`config.mk`:
```
export PLATFORM = sky130hd
export DESIGN_NAME = cycle_profiler
export DESIGN_NICKNAME = d
export VERILOG_FILES = /design/src/rtl/cycle_profiler_pkg.sv /design/src/rtl/cycle_profiler_fifo.sv /design/src/rtl/cycle_profiler.sv
export SDC_FILE = /design/constraint.sdc
export NUM_CORES = 1
export LEC_CHECK = 0
export CAP_MARGIN = 20
export CORE_MARGIN = 2
export CORE_UTILIZATION = 40
export DETAILED_ROUTE_END_ITERATION = 8
export DONT_BUFFER_PORTS = 1
export PLACE_DENSITY = 0.62
export SYNTH_ARGS = -nofsm -noshare
export SYNTH_HDL_FRONTEND = slang
export SYNTH_HIERARCHICAL = 1
export SYNTH_SLANG_ARGS = --single-unit
```
`constraint.sdc`:
```
create_clock -name clk -period 4.4 [get_ports clk]
set_input_delay 1.32 -clock clk [delete_from_list [all_inputs] [get_ports clk]]
set_output_delay 1.32 -clock clk [all_outputs]
set_load 0.01 [all_outputs]
```
`src/rtl/cycle_profiler_pkg.sv`:
```
// Shared definitions for the cycle profiler: channel FSM encoding and the
// default sizing constants used by the top-level parameters.
package cycle_profiler_pkg;

    typedef enum logic [1:0] {
        CH_IDLE = 2'd0,
        CH_RUN  = 2'd1,
        CH_PEND = 2'd2
    } ch_state_e;

    localparam int DEF_NUM_CH     = 4;
    localparam int DEF_CNT_W      = 32;
    localparam int DEF_FIFO_DEPTH = 4;

endpackage

```
`src/rtl/cycle_profiler_fifo.sv`:
```
// Result FIFO for the cycle profiler: circular buffer with a valid/ready
// read side, a full flag for the writer, and simultaneous push/pop.
module profile_fifo #(
    parameter int WIDTH = 8,
    parameter int DEPTH = 4
) (
    input  logic             clk,
    input  logic             rst,
    input  logic             push,
    input  logic [WIDTH-1:0] push_data,
    output logic             full,
    output logic             pop_valid,
    input  logic             pop_ready,
    output logic [WIDTH-1:0] pop_data
);
    localparam int AW = (DEPTH > 1) ? $clog2(DEPTH) : 1;
    localparam logic [AW-1:0] LAST_PTR = AW'(DEPTH - 1);
    localparam logic [AW:0]   FULL_CNT = (AW + 1)'(DEPTH);

    logic [WIDTH-1:0] mem_q [DEPTH];
    logic [WIDTH-1:0] mem_d [DEPTH];
    logic [AW-1:0]    wr_ptr_q, wr_ptr_d;
    logic [AW-1:0]    rd_ptr_q, rd_ptr_d;
    logic [AW:0]      count_q, count_d;
    logic             do_push;
    logic             do_pop;

    function automatic logic [AW-1:0] ptr_inc(input logic [AW-1:0] p);
        if (p == LAST_PTR) begin
            return {AW{1'b0}};
        end else begin
            return p + AW'(1);
        end
    endfunction

    assign full      = (count_q == FULL_CNT);
    assign pop_valid = (count_q != {(AW + 1){1'b0}});
    assign pop_data  = mem_q[rd_ptr_q];

    // Next-state for storage, pointers and occupancy.
    always_comb begin
        do_push  = push && !full;
        do_pop   = pop_valid && pop_ready;
        mem_d    = mem_q;
        wr_ptr_d = wr_ptr_q;
        rd_ptr_d = rd_ptr_q;
        count_d  = count_q;
        if (do_push) begin
            mem_d[wr_ptr_q] = push_data;
            wr_ptr_d        = ptr_inc(wr_ptr_q);
        end else begin
            wr_ptr_d = wr_ptr_q;
        end
        if (do_pop) begin
            rd_ptr_d = ptr_inc(rd_ptr_q);
        end else begin
            rd_ptr_d = rd_ptr_q;
        end
        if (do_push && !do_pop) begin
            count_d = count_q + (AW + 1)'(1);
        end else if (!do_push && do_pop) begin
            count_d = count_q - (AW + 1)'(1);
        end else begin
            count_d = count_q;
        end
    end

    // State registers; reset clears the head so the outputs read zero.
    always_ff @(posedge clk) begin
        if (rst) begin
            for (int i = 0; i < DEPTH; i++) begin
                mem_q[i] <= {WIDTH{1'b0}};
            end
            wr_ptr_q <= {AW{1'b0}};
            rd_ptr_q <= {AW{1'b0}};
            count_q  <= {(AW + 1){1'b0}};
        end else begin
            mem_q    <= mem_d;
            wr_ptr_q <= wr_ptr_d;
            rd_ptr_q <= rd_ptr_d;
            count_q  <= count_d;
        end
    end

endmodule

```
`src/rtl/cycle_profiler.sv`:
```
// Multi-channel latency profiler: per-channel start/done FSMs timed against a
// freezable timebase, results arbitrated round-robin into a result FIFO.
module cycle_profiler
    import cycle_profiler_pkg::*;
#(
    parameter int NUM_CH     = DEF_NUM_CH,
    parameter int CNT_W      = DEF_CNT_W,
    parameter int FIFO_DEPTH = DEF_FIFO_DEPTH
) (
    input  logic                      clk,
    input  logic                      rst,
    input  logic                      freeze,
    input  logic [NUM_CH-1:0]         start,
    input  logic [NUM_CH-1:0]         done,
    output logic                      res_valid,
    input  logic                      res_ready,
    output logic [$clog2(NUM_CH)-1:0] res_ch,
    output logic [CNT_W-1:0]          res_ticks,
    output logic [NUM_CH-1:0]         proto_err,
    output logic [CNT_W-1:0]          tick_now
);
    localparam int CHW = $clog2(NUM_CH);
    localparam int EW  = CHW + CNT_W;

    logic [CNT_W-1:0]  tick_q, tick_d;
    ch_state_e         state_q [NUM_CH];
    ch_state_e         state_d [NUM_CH];
    logic [CNT_W-1:0]  stamp_q [NUM_CH];
    logic [CNT_W-1:0]  stamp_d [NUM_CH];
    logic [CNT_W-1:0]  lat_q   [NUM_CH];
    logic [CNT_W-1:0]  lat_d   [NUM_CH];
    logic [NUM_CH-1:0] perr_q, perr_d;
    logic [CHW-1:0]    rr_q, rr_d;
    logic [CHW-1:0]    cand;
    logic [CHW-1:0]    grant_idx;
    logic              grant_vld;
    logic [NUM_CH-1:0] grant;
    logic              fifo_full;
    logic [EW-1:0]     fifo_wdata;
    logic [EW-1:0]     fifo_rdata;

    // Timebase: wraps naturally, holds while frozen.
    always_comb begin
        if (freeze) begin
            tick_d = tick_q;
        end else begin
            tick_d = tick_q + CNT_W'(1);
        end
    end

    // Round-robin grant among PEND channels, searching from last grant + 1.
    always_comb begin
        grant_vld = 1'b0;
        grant_idx = rr_q;
        cand      = rr_q;
        grant     = {NUM_CH{1'b0}};
        for (int off = 1; off <= NUM_CH; off++) begin
            cand = CHW'((int'(rr_q) + off) % NUM_CH);
            if (!grant_vld && !fifo_full && (state_q[cand] == CH_PEND)) begin
                grant_vld = 1'b1;
                grant_idx = cand;
            end else begin
                grant_idx = grant_idx;
            end
        end
        if (grant_vld) begin
            grant[grant_idx] = 1'b1;
            rr_d             = grant_idx;
        end else begin
            grant = {NUM_CH{1'b0}};
            rr_d  = rr_q;
        end
    end

    // Per-channel FSMs; out-of-protocol pulses are dropped and latched as errors.
    always_comb begin
        for (int i = 0; i < NUM_CH; i++) begin
            state_d[i] = state_q[i];
            stamp_d[i] = stamp_q[i];
            lat_d[i]   = lat_q[i];
            perr_d[i]  = perr_q[i];
            case (state_q[i])
                CH_IDLE: begin
                    if (start[i] && done[i]) begin
                        state_d[i] = CH_PEND;
                        lat_d[i]   = {CNT_W{1'b0}};
                    end else if (start[i]) begin
                        state_d[i] = CH_RUN;
                        stamp_d[i] = tick_q;
                    end else if (done[i]) begin
                        perr_d[i] = 1'b1;
                    end else begin
                        state_d[i] = CH_IDLE;
                    end
                end
                CH_RUN: begin
                    if (start[i]) begin
                        perr_d[i] = 1'b1;
                    end else begin
                        perr_d[i] = perr_q[i];
                    end
                    if (done[i]) begin
                        state_d[i] = CH_PEND;
                        lat_d[i]   = tick_q - stamp_q[i];
                    end else begin
                        state_d[i] = CH_RUN;
                    end
                end
                CH_PEND: begin
                    if (start[i] || done[i]) begin
                        perr_d[i] = 1'b1;
                    end else begin
                        perr_d[i] = perr_q[i];
                    end
                    if (grant[i]) begin
                        state_d[i] = CH_IDLE;
                    end else begin
                        state_d[i] = CH_PEND;
                    end
                end
                default: begin
                    state_d[i] = CH_IDLE;
                end
            endcase
        end
    end

    // Profiler state registers.
    always_ff @(posedge clk) begin
        if (rst) begin
            tick_q <= {CNT_W{1'b0}};
            perr_q <= {NUM_CH{1'b0}};
            rr_q   <= CHW'(NUM_CH - 1);
            for (int i = 0; i < NUM_CH; i++) begin
                state_q[i] <= CH_IDLE;
                stamp_q[i] <= {CNT_W{1'b0}};
                lat_q[i]   <= {CNT_W{1'b0}};
            end
        end else begin
            tick_q  <= tick_d;
            perr_q  <= perr_d;
            rr_q    <= rr_d;
            state_q <= state_d;
            stamp_q <= stamp_d;
            lat_q   <= lat_d;
        end
    end

    assign fifo_wdata = {grant_idx, lat_q[grant_idx]};

    profile_fifo #(
        .WIDTH (EW),
        .DEPTH (FIFO_DEPTH)
    ) u_fifo (
        .clk       (clk),
        .rst       (rst),
        .push      (grant_vld),
        .push_data (fifo_wdata),
        .full      (fifo_full),
        .pop_valid (res_valid),
        .pop_ready (res_ready),
        .pop_data  (fifo_rdata)
    );

    assign res_ch    = fifo_rdata[EW-1 -: CHW];
    assign res_ticks = fifo_rdata[CNT_W-1:0];
    assign proto_err = perr_q;
    assign tick_now  = tick_q;

endmodule

```
==> impl_results.html, run 1 <==
<table>
<tr><th>Metric</th><th>Value</th></tr>
<tr><th colspan="2">Layout</th></tr>
<tr><td>Post-Route Utilization</td><td>0.441</td></tr>
<tr><td>Antenna diode instance count</td><td>0</td></tr>
<tr><td>Fill cell count</td><td>between 5000 and 6000</td></tr>
<tr><td>Filler-free cell count of the finished design</td><td>about 3700</td></tr>
<tr><td>Area grow syn2layout</td><td>9.73%</td></tr>
<tr><td>Register cell area after layout</td><td>about 0.009 mm2</td></tr>
<tr><td>Nets@finish</td><td>approximately 3000</td></tr>
<tr><td>Multi-input gate area</td><td>approximately 0.014 mm2</td></tr>
<tr><td>Layout cell share with drive strength beyond 1</td><td>0.0697</td></tr>
<tr><th colspan="2">GRT</th></tr>
<tr><td>Pin count of the biggest net entering global routing</td><td>about 430</td></tr>
<tr><td>Number of antenna violations at the first check in global routing</td><td>1</td></tr>
<tr><td>Overall routing resource usage</td><td>0.208</td></tr>
<tr><td>Via count of the first global-routing pass</td><td>19600</td></tr>
<tr><td>Total congestion overflow</td><td>0</td></tr>
<tr><td>Wire length of the first global-routing pass</td><td>roughly 110 mm</td></tr>
<tr><th colspan="2">Power and ir drop</th></tr>
<tr><td>Lkg Pwr</td><td>between 10 and 15 nW</td></tr>
<tr><td>Worst IR drop on VDD</td><td>~0.26 mV</td></tr>
<tr><td>Overall power consumption</td><td>between 10 and 15 mW</td></tr>
<tr><td>Pwr Density</td><td>roughly 400 mW/mm2</td></tr>
<tr><th colspan="2">STA</th></tr>
<tr><td>Actual transition at the worst max-transition pin</td><td>~1.3 ns</td></tr>
<tr><td>Total negative slack</td><td>0 ns</td></tr>
<tr><td>Setup WS post-layout</td><td>approximately 0.66 ns</td></tr>
<tr><td>Worst-case headroom to the max-slew limit</td><td>0.143</td></tr>
<tr><td>RSZ-0062 raised after global routing</td><td>false</td></tr>
<tr><td>Worst clock skew</td><td>about 0.013 ns</td></tr>
<tr><td>F_max</td><td>between 200 and 300 MHz</td></tr>
<tr><td>Min cycle time layout</td><td>3.74 ns</td></tr>
<tr><td>Number of setup violations in the final report</td><td>0</td></tr>
<tr><td>Share of the clock period used by the worst path</td><td>0.849</td></tr>
<tr><td>Final Max Tran Viols</td><td>0</td></tr>
<tr><td>Count of final hold-check violations</td><td>0</td></tr>
<tr><th colspan="2">CTS</th></tr>
<tr><td>Maximum count of clock buffers along a single path</td><td>3</td></tr>
<tr><td>Root buf cell</td><td>sky130_fd_sc_hd__clkbuf_16</td></tr>
<tr><td>CTS tree</td><td>yes</td></tr>
<tr><td>Clock latency at the later pin of the worst-skew pair</td><td>about 0.59 ns</td></tr>
<tr><td>Post-cts hold buffer count</td><td>0</td></tr>
<tr><td>Number of clock buffers inserted by TritonCTS</td><td>50</td></tr>
<tr><td>H-tree depth reported by CTS</td><td>2</td></tr>
<tr><td>Number of sinks driven by the clock tree</td><td>445</td></tr>
<tr><td>Post-cts repair resize count</td><td>0</td></tr>
<tr><td>Clock edge transition at the registers on the reported setup and hold paths</td><td>0.06 ns</td></tr>
<tr><td>Post-CTS setup buffer count</td><td>0</td></tr>
<tr><th colspan="2">Route</th></tr>
<tr><td>Antenna-violating nets left</td><td>0</td></tr>
<tr><td>Vias after detailed routing</td><td>20300</td></tr>
<tr><td>DR WL/cell</td><td>18.0 um</td></tr>
<tr><td>Routed vias/inst</td><td>roughly 5.5</td></tr>
<tr><td>DR iter-0 viols</td><td>1505</td></tr>
<tr><td>Overall routed net length</td><td>about 67 mm</td></tr>
<tr><td>Final routed DRC violation total</td><td>0</td></tr>
<tr><td>First-pass iteration count of the detailed router</td><td>7</td></tr>
<tr><th colspan="2">Critical path</th></tr>
<tr><td>CP max stage delay</td><td>0.62 ns</td></tr>
<tr><td>WP data arrival</td><td>between 4 and 5 ns</td></tr>
<tr><td>Slowest stage cell, crit path</td><td>sky130_fd_sc_hd__a311oi_1</td></tr>
<tr><td>Type of element capturing the critical path</td><td>flip-flop</td></tr>
<tr><td>Delay-heaviest family, CP</td><td>compound AO/OA/AOI/OAI gates</td></tr>
<tr><td>CP Cell Sequence</td><td>inv_1, ha_1, inv_1, fa_1, a211oi_1, o21bai_1, a31oi_1, o21ai_0, a311oi_1, a21oi_1, o21ai_0, mux2i_1, a22o_1</td></tr>
<tr><td>Worst path buffer plus inverter count</td><td>2</td></tr>
<tr><td>Critical path start-end classification</td><td>flip-flop to flip-flop</td></tr>
<tr><td>Startpoint types</td><td>flip-flop</td></tr>
<tr><td>Required time worst endpoint</td><td>approximately 5 ns</td></tr>
<tr><td>Worst-path maximum fanout</td><td>4</td></tr>
<tr><th colspan="2">Run status</th></tr>
<tr><td>Status</td><td>completed</td></tr>
<tr><th colspan="2">Synthesis</th></tr>
<tr><td>Ys async rst share</td><td>0</td></tr>
<tr><td>Ys flop type</td><td>sky130_fd_sc_hd__dfxtp_1</td></tr>
<tr><td>Net count after synthesis</td><td>3111</td></tr>
<tr><td>Share of the yosys chip area belonging to registers</td><td>0.361</td></tr>
<tr><td>Synthesis Warnings</td><td>6</td></tr>
<tr><td>Number of standard cells after synthesis</td><td>a little under 3000</td></tr>
<tr><td>Post-synthesis sequential element count</td><td>approximately 450</td></tr>
<tr><td>Avg Synthesized Cell Area</td><td>between 8 and 9 um2</td></tr>
<tr><td>Post-Syn Area</td><td>0.0247 mm2</td></tr>
<tr><td>Count of flip-flops with a built-in enable after synthesis</td><td>0</td></tr>
<tr><td>Cell variety after synth</td><td>77</td></tr>
<tr><th colspan="2">Floorplanning</th></tr>
<tr><td>Height of the chip</td><td>roughly 250 um</td></tr>
<tr><td>Die Area</td><td>0.0637 mm2</td></tr>
<tr><td>Horiz. Die Dim</td><td>between 200 and 300 um</td></tr>
<tr><td>Starting density of the core</td><td>0.402</td></tr>
<tr><td>Number of placement rows</td><td>91</td></tr>
<tr><td>Core region area</td><td>between 0.06 and 0.07 mm2</td></tr>
<tr><td>IO Count</td><td>83</td></tr>
<tr><th colspan="2">Placed design</th></tr>
<tr><td>Routability congestion estimate from global placement</td><td>between 0.9 and 1</td></tr>
<tr><td>Placed wire-length estimate after detailed placement</td><td>48.3 mm</td></tr>
<tr><td>Placement-stage worst setup slack</td><td>0.777 ns</td></tr>
<tr><td>Number of buffers inserted by port buffering</td><td>0</td></tr>
<tr><td>Post-Place Cells</td><td>3646</td></tr>
<tr><th colspan="2">Job</th></tr>
<tr><td>Number of max-capacitance violations reported</td><td>0</td></tr>
<tr><th colspan="2">Hold path</th></tr>
<tr><td>Worst min-delay path class</td><td>flip-flop to flip-flop</td></tr>
</table>
-- per-stage QoR --
stage                     hold WS (ns)  cell area [um2]
after floorplan                  0.420            24700
after global placement           0.435            25400
after detailed placement         0.447            25400
after CTS                        0.455            27100
after global routing             0.472            27100
final                            0.452            27100
-- Yosys cell counts, types with 55 or more instances --
cell type | count | share of area
sky130_fd_sc_hd__xor2_1 | 58 | 0.021
sky130_fd_sc_hd__o21ai_0 | 100 | 0.020
sky130_fd_sc_hd__clkbuf_1 | 133 | 0.020
sky130_fd_sc_hd__a22oi_1 | 55 | 0.017
sky130_fd_sc_hd__xnor2_1 | 66 | 0.023
sky130_fd_sc_hd__inv_1 | 164 | 0.025
sky130_fd_sc_hd__nand2_1 | 498 | 0.076
sky130_fd_sc_hd__nand2b_1 | 192 | 0.049
sky130_fd_sc_hd__dfxtp_1 | 445 | 0.36
sky130_fd_sc_hd__mux2i_1 | 148 | 0.060
sky130_fd_sc_hd__ha_1 | 131 | 0.066
sky130_fd_sc_hd__nor2_1 | 166 | 0.025
sky130_fd_sc_hd__a21oi_1 | 263 | 0.053
-- cells by family after synthesis --
family | Yosys count | share of synthesized area
AND/OR/NAND/NOR | 1067 | 0.204
AO/OA/AOI/OAI | 678 | 0.172
flip-flops | 445 | 0.361
buffers and inverters | 330 | 0.0554
multiplexers | 183 | 0.0920
adder cells (fa/ha/maj) | 136 | 0.0705
XOR/XNOR | 124 | 0.0440
-- cell type report --
| type | instances | share of cell area |
|---|---|---|
| Clock inverter | 12 | 0.00416 |
| Timing Repair Buffer | 58 | 0.0170 |
| Sequential cell | 445 | 0.329 |
| Inverter | 165 | 0.0229 |
| Multi-Input combinational cell | 2188 | 0.533 |
| Tap cell | 790 | 0.0365 |
| Clock buffer | 73 | 0.0570 |
-- report_power, final --
group	switching [mW]	total [mW]	leakage [nW]	internal, mW
Clock	1.69	4.21	0.824	2.52
Combinational	1.51	2.35	6.18	0.847
Sequential	0.177	4.39	3.59	4.21
-- cells in the final DEF, fill, tap and decap left out, types with 6 or more instances in the layout --
cell type and instances:
sky130_fd_sc_hd__a211oi_1 17, sky130_fd_sc_hd__a21o_1 48, sky130_fd_sc_hd__a21oi_1 262, sky130_fd_sc_hd__a22o_1 29, sky130_fd_sc_hd__a22oi_1 55, sky130_fd_sc_hd__a31oi_1 44
sky130_fd_sc_hd__a32o_1 6, sky130_fd_sc_hd__a32oi_1 9, sky130_fd_sc_hd__and2_1 9, sky130_fd_sc_hd__and3_1 46, sky130_fd_sc_hd__buf_4 56, sky130_fd_sc_hd__clkbuf_1 6
sky130_fd_sc_hd__clkbuf_16 53, sky130_fd_sc_hd__clkbuf_8 14, sky130_fd_sc_hd__clkinv_2 9, sky130_fd_sc_hd__dfxtp_1 443, sky130_fd_sc_hd__ha_1 131, sky130_fd_sc_hd__inv_1 164
sky130_fd_sc_hd__mux2i_1 148, sky130_fd_sc_hd__mux4_2 35, sky130_fd_sc_hd__nand2_1 498, sky130_fd_sc_hd__nand2b_1 192, sky130_fd_sc_hd__nand3_1 28, sky130_fd_sc_hd__nand4_1 12
sky130_fd_sc_hd__nor2_1 166, sky130_fd_sc_hd__nor2b_1 30, sky130_fd_sc_hd__nor3_1 14, sky130_fd_sc_hd__nor4_1 6, sky130_fd_sc_hd__o211ai_1 14, sky130_fd_sc_hd__o21a_1 18
sky130_fd_sc_hd__o21ai_0 100, sky130_fd_sc_hd__o21bai_1 17, sky130_fd_sc_hd__o31ai_1 13, sky130_fd_sc_hd__or3_1 27, sky130_fd_sc_hd__xnor2_1 66, sky130_fd_sc_hd__xor2_1 58
-- flip-flops by register name, indices dropped and copies added (netlist names) --
register and cells:
rr_q 2, stamp_q 128, state_q 8, proto_err 4, u_fifo/count_q 3, lat_q 128, u_fifo/rd_ptr_q 2, u_fifo/mem_q 136
tick_now 32, u_fifo/wr_ptr_q 2
-- worst register-to-register path: cells and delay by family, from the launching register on --
kind,cells,cell delay [ns]
AOI/OAI and AO/OA,8,2.36
adders and majority gates,2,0.61
buffers and inverters,2,0.19
DFF,1,0.31
muxes,1,0.24
-- routing by layer --
metal,routed length [um],GRT usage
met1,32200,0.295
met5,0,0
met3,3400,0.0297
met4,1480,0.0536
met2,30100,0.331
-- worst paths after layout --
path,start,to,slack (ns),cells after the start
hold / removal,stamp_q[9],stamp_q[9],0.45,2
hold reg to reg,stamp_q[9],stamp_q[9],0.45,2
setup reg to reg,tick_now[0],lat_q[126],0.66,13
setup / recovery,tick_now[0],lat_q[126],0.66,13
Power figures use the tool's default switching activity.
==> inputs of run 2 (changes only) <==
==> constraint.sdc (replaced) <==
create_clock -name clk -period 3.8 [get_ports clk]
set_input_delay 1.14 -clock clk [delete_from_list [all_inputs] [get_ports clk]]
set_output_delay 1.14 -clock clk [all_outputs]
set_load 0.01 [all_outputs]
==> run 2 against run 1 <==
Effect of this change:
- final cell count up 0.51%
- power rose by 15%
- sequential share of layout area decreased by 0.11 points
- critical endpoint is now lat_q[84]
- largest cell class unchanged
==> impl_results.html, run 2 (synthesis results as in run 1) <==
<table>
<tr><th>Metric</th><th>Value</th></tr>
<tr><th colspan="2">GRT</th></tr>
<tr><td>Wire length of the first global-routing pass</td><td>between 100 and 150 mm</td></tr>
<tr><td>Number of antenna violations at the first check in global routing</td><td>0</td></tr>
<tr><td>Pin count of the biggest net entering global routing</td><td>about 430</td></tr>
<tr><td>Via count of the first global-routing pass</td><td>20100</td></tr>
<tr><td>Overall routing resource usage</td><td>0.212</td></tr>
<tr><td>Total congestion overflow</td><td>0</td></tr>
<tr><th colspan="2">Power and ir drop</th></tr>
<tr><td>Internal power</td><td>between 8 and 9 mW</td></tr>
<tr><td>Relative contribution of the clock network to total power</td><td>0.376</td></tr>
<tr><td>Switching Share</td><td>0.311</td></tr>
<tr><td>Sequential group share of total power</td><td>0.403</td></tr>
<tr><td>Lkg Pwr</td><td>10.7 nW</td></tr>
<tr><td>Part of the total power dissipated in combinational logic</td><td>0.221</td></tr>
<tr><td>Worst IR drop on VDD</td><td>0.310 mV</td></tr>
<tr><td>Pwr Density</td><td>463 mW/mm2</td></tr>
<tr><td>Overall power consumption</td><td>between 10 and 15 mW</td></tr>
<tr><td>Net switching power of the design</td><td>slightly below 4 mW</td></tr>
<tr><th colspan="2">Hold path</th></tr>
<tr><td>Worst min-delay path class</td><td>flip-flop to flip-flop</td></tr>
<tr><td>Startpoint of the worst hold path</td><td>stamp_q[24]</td></tr>
<tr><th colspan="2">STA</th></tr>
<tr><td>Count of final hold-check violations</td><td>0</td></tr>
<tr><td>F_max</td><td>around 290 MHz</td></tr>
<tr><td>Worst-case headroom to the max-slew limit</td><td>0.340</td></tr>
<tr><td>Total negative slack</td><td>0 ns</td></tr>
<tr><td>Number of setup violations in the final report</td><td>0</td></tr>
<tr><td>Share of the clock period used by the worst path</td><td>0.905</td></tr>
<tr><td>RSZ-0062 raised after global routing</td><td>false</td></tr>
<tr><td>Actual transition at the worst max-transition pin</td><td>about 0.99 ns</td></tr>
<tr><td>Minimum hold slack</td><td>between 0.4 and 0.5 ns</td></tr>
<tr><td>Min cycle time layout</td><td>about 3.4 ns</td></tr>
<tr><td>Final Max Tran Viols</td><td>0</td></tr>
<tr><td>Worst clock skew</td><td>0.0374 ns</td></tr>
<tr><td>Setup WS post-layout</td><td>0.361 ns</td></tr>
<tr><th colspan="2">Layout</th></tr>
<tr><td>Layout cell share with drive strength beyond 1</td><td>0.0740</td></tr>
<tr><td>Filler-free cell count of the finished design</td><td>approximately 3800</td></tr>
<tr><td>Antenna diode instance count</td><td>0</td></tr>
<tr><td>Summed area of non-filler cells in the final layout</td><td>roughly 0.027 mm2</td></tr>
<tr><td>Post-Route Utilization</td><td>0.442</td></tr>
<tr><td>Commonest non-fill, non-tap cell in the layout</td><td>sky130_fd_sc_hd__nand2_1</td></tr>
<tr><td>Nets@finish</td><td>3074</td></tr>
<tr><td>Register ranked first by flip-flop count</td><td>u_fifo/mem_q</td></tr>
<tr><td>Registers with the highest flip-flop counts</td><td>u_fifo/mem_q: 136 flops, lat_q: 128 flops, stamp_q: 128 flops</td></tr>
<tr><td>Highest-count cells in the layout ignoring fill and taps</td><td>sky130_fd_sc_hd__nand2_1, sky130_fd_sc_hd__dfxtp_1, sky130_fd_sc_hd__a21oi_1</td></tr>
<tr><td>Area grow syn2layout</td><td>10.1%</td></tr>
<tr><td>Flip-flop count of the largest register after layout</td><td>136</td></tr>
<tr><th colspan="2">Route</th></tr>
<tr><td>First-pass iteration count of the detailed router</td><td>8</td></tr>
<tr><td>DR iter-0 viols</td><td>approximately 1600</td></tr>
<tr><td>Antenna-violating nets left</td><td>0</td></tr>
<tr><td>Final routed DRC violation total</td><td>0</td></tr>
<tr><td>Vias after detailed routing</td><td>~20000</td></tr>
<tr><td>Routed vias/inst</td><td>roughly 5.4</td></tr>
<tr><td>DR WL/cell</td><td>between 15 and 20 um</td></tr>
<tr><td>Overall routed net length</td><td>68.1 mm</td></tr>
<tr><th colspan="2">Critical path</th></tr>
<tr><td>CP Cell Sequence</td><td>inv_1, ha_1, inv_1, fa_1, a21oi_1, o21ai_0, o31ai_1, o31ai_1, buf_4, a21boi_0, o221ai_1, a21oi_1, xnor2_1, a22o_1</td></tr>
<tr><td>Required time worst endpoint</td><td>approximately 4.3 ns</td></tr>
<tr><td>Type of element capturing the critical path</td><td>flip-flop</td></tr>
<tr><td>Critical path start-end classification</td><td>flip-flop to flip-flop</td></tr>
<tr><td>Slowest stage cell, crit path</td><td>sky130_fd_sc_hd__o31ai_1</td></tr>
<tr><td>Worst-path maximum fanout</td><td>4</td></tr>
<tr><td>WP data arrival</td><td>between 3 and 4 ns</td></tr>
<tr><td>Worst R2R Start</td><td>tick_now[0]</td></tr>
<tr><td>CP max stage delay</td><td>roughly 0.42 ns</td></tr>
<tr><td>Startpoint types</td><td>flip-flop</td></tr>
<tr><td>Start point of the critical path</td><td>tick_now[0]</td></tr>
<tr><th colspan="2">Job</th></tr>
<tr><td>Number of max-capacitance violations reported</td><td>0</td></tr>
<tr><th colspan="2">Run status</th></tr>
<tr><td>Status</td><td>completed</td></tr>
<tr><th colspan="2">CTS</th></tr>
<tr><td>H-tree depth reported by CTS</td><td>2</td></tr>
<tr><td>Root buf cell</td><td>sky130_fd_sc_hd__clkbuf_16</td></tr>
<tr><td>Clock latency at the later pin of the worst-skew pair</td><td>0.60 ns</td></tr>
<tr><td>Clock edge transition at the registers on the reported setup and hold paths</td><td>around 0.060 ns</td></tr>
<tr><td>Number of sinks driven by the clock tree</td><td>between 400 and 500</td></tr>
<tr><td>Maximum count of clock buffers along a single path</td><td>3</td></tr>
<tr><td>Post-cts hold buffer count</td><td>0</td></tr>
<tr><td>Number of clock buffers inserted by TritonCTS</td><td>between 40 and 50</td></tr>
<tr><td>CTS tree</td><td>yes</td></tr>
<tr><th colspan="2">Placed design</th></tr>
<tr><td>Post-Place Cells</td><td>about 3700</td></tr>
<tr><td>Routability congestion estimate from global placement</td><td>a little over 0.9</td></tr>
<tr><td>Dpl cell area</td><td>between 0.02 and 0.03 mm2</td></tr>
<tr><td>Placed wire-length estimate after detailed placement</td><td>between 40 and 50 mm</td></tr>
<tr><td>Placement-stage worst setup slack</td><td>0.357 ns</td></tr>
<tr><td>Number of buffers inserted by port buffering</td><td>0</td></tr>
<tr><th colspan="2">Floorplanning</th></tr>
<tr><td>Number of placement rows</td><td>around 90</td></tr>
<tr><td>Core region area</td><td>around 0.061 mm2</td></tr>
<tr><td>Starting density of the core</td><td>0.402</td></tr>
<tr><td>IO Count</td><td>just over 80</td></tr>
<tr><td>Die Area</td><td>~0.064 mm2</td></tr>
<tr><td>Horiz. Die Dim</td><td>about 250 um</td></tr>
<tr><td>Height of the chip</td><td>252 um</td></tr>
</table>
run 2: changes by cell type in the layout (fill, tap and decap cells not counted):
cell	delta
sky130_fd_sc_hd__o21ai_0	-1
sky130_fd_sc_hd__buf_4	+18
sky130_fd_sc_hd__buf_12	+1
sky130_fd_sc_hd__clkbuf_16	-2
sky130_fd_sc_hd__clkinvlp_4	+1
sky130_fd_sc_hd__inv_6	+1
sky130_fd_sc_hd__clkinv_2	-2
sky130_fd_sc_hd__clkbuf_8	-3
sky130_fd_sc_hd__o21ai_1	+1
sky130_fd_sc_hd__clkbuf_1	+5
run 2: layer usage:
metal	wire length [um]	vias up	part of all wire	track usage
li1	-	10100	-	-
met5	0	-	0	0
met2	31600	483	0.46	0.357
met4	1470	0	0.022	0.0577
met1	31500	9632	0.46	0.281
met3	3470	102	0.051	0.0331
run 2: timing repair:
| action | in CTS | in global routing |
|---|---|---|
| gates resized for setup | 0 | 1 |
| endpoints found under the setup margin | 0 | 1 |
| setup buffers | 0 | 0 |
run 2: cell type report:
class | count | area (um2)
repair buffers | 77 | 616
clock inverters | 12 | 119
multi-input cells | 2188 | 14400
clock buffers | 73 | 1470
fillers | 5900 | 34200
inverters | 165 | 619
flip-flops and latches | 445 | 8910
well taps | 790 | 988
run 2: worst paths after layout:
kind / endpoint / slack, ns / cells past startpoint
worst max-delay path: lat_q[84] / 0.36 / 14
worst min-delay path: stamp_q[24] / 0.45 / 2
worst max register to register: lat_q[84] / 0.36 / 14
worst min register to register: stamp_q[24] / 0.45 / 2
run 2: power by group through the flow:
stage	clock, mW	sequential [mW]	combinational, mW
3_3_place_gp	0	5.15	2.71
4_1_cts	4.82	5.07	2.77
6_report	4.73	5.07	2.77
2_1_floorplan	0	5.08	2.08
3_5_place_dp	0	5.17	2.77
5_1_grt	5.03	5.09	2.98
run 2: worst max-delay path: cells and delay by family, from the launching register on:
family	cells	cell delay, ns
flip-flops	1	0.31
buffers and inverters	3	0.38
AO/OA/AOI/OAI	8	1.96
XOR/XNOR	1	0.08
adder cells (fa/ha/maj)	2	0.60
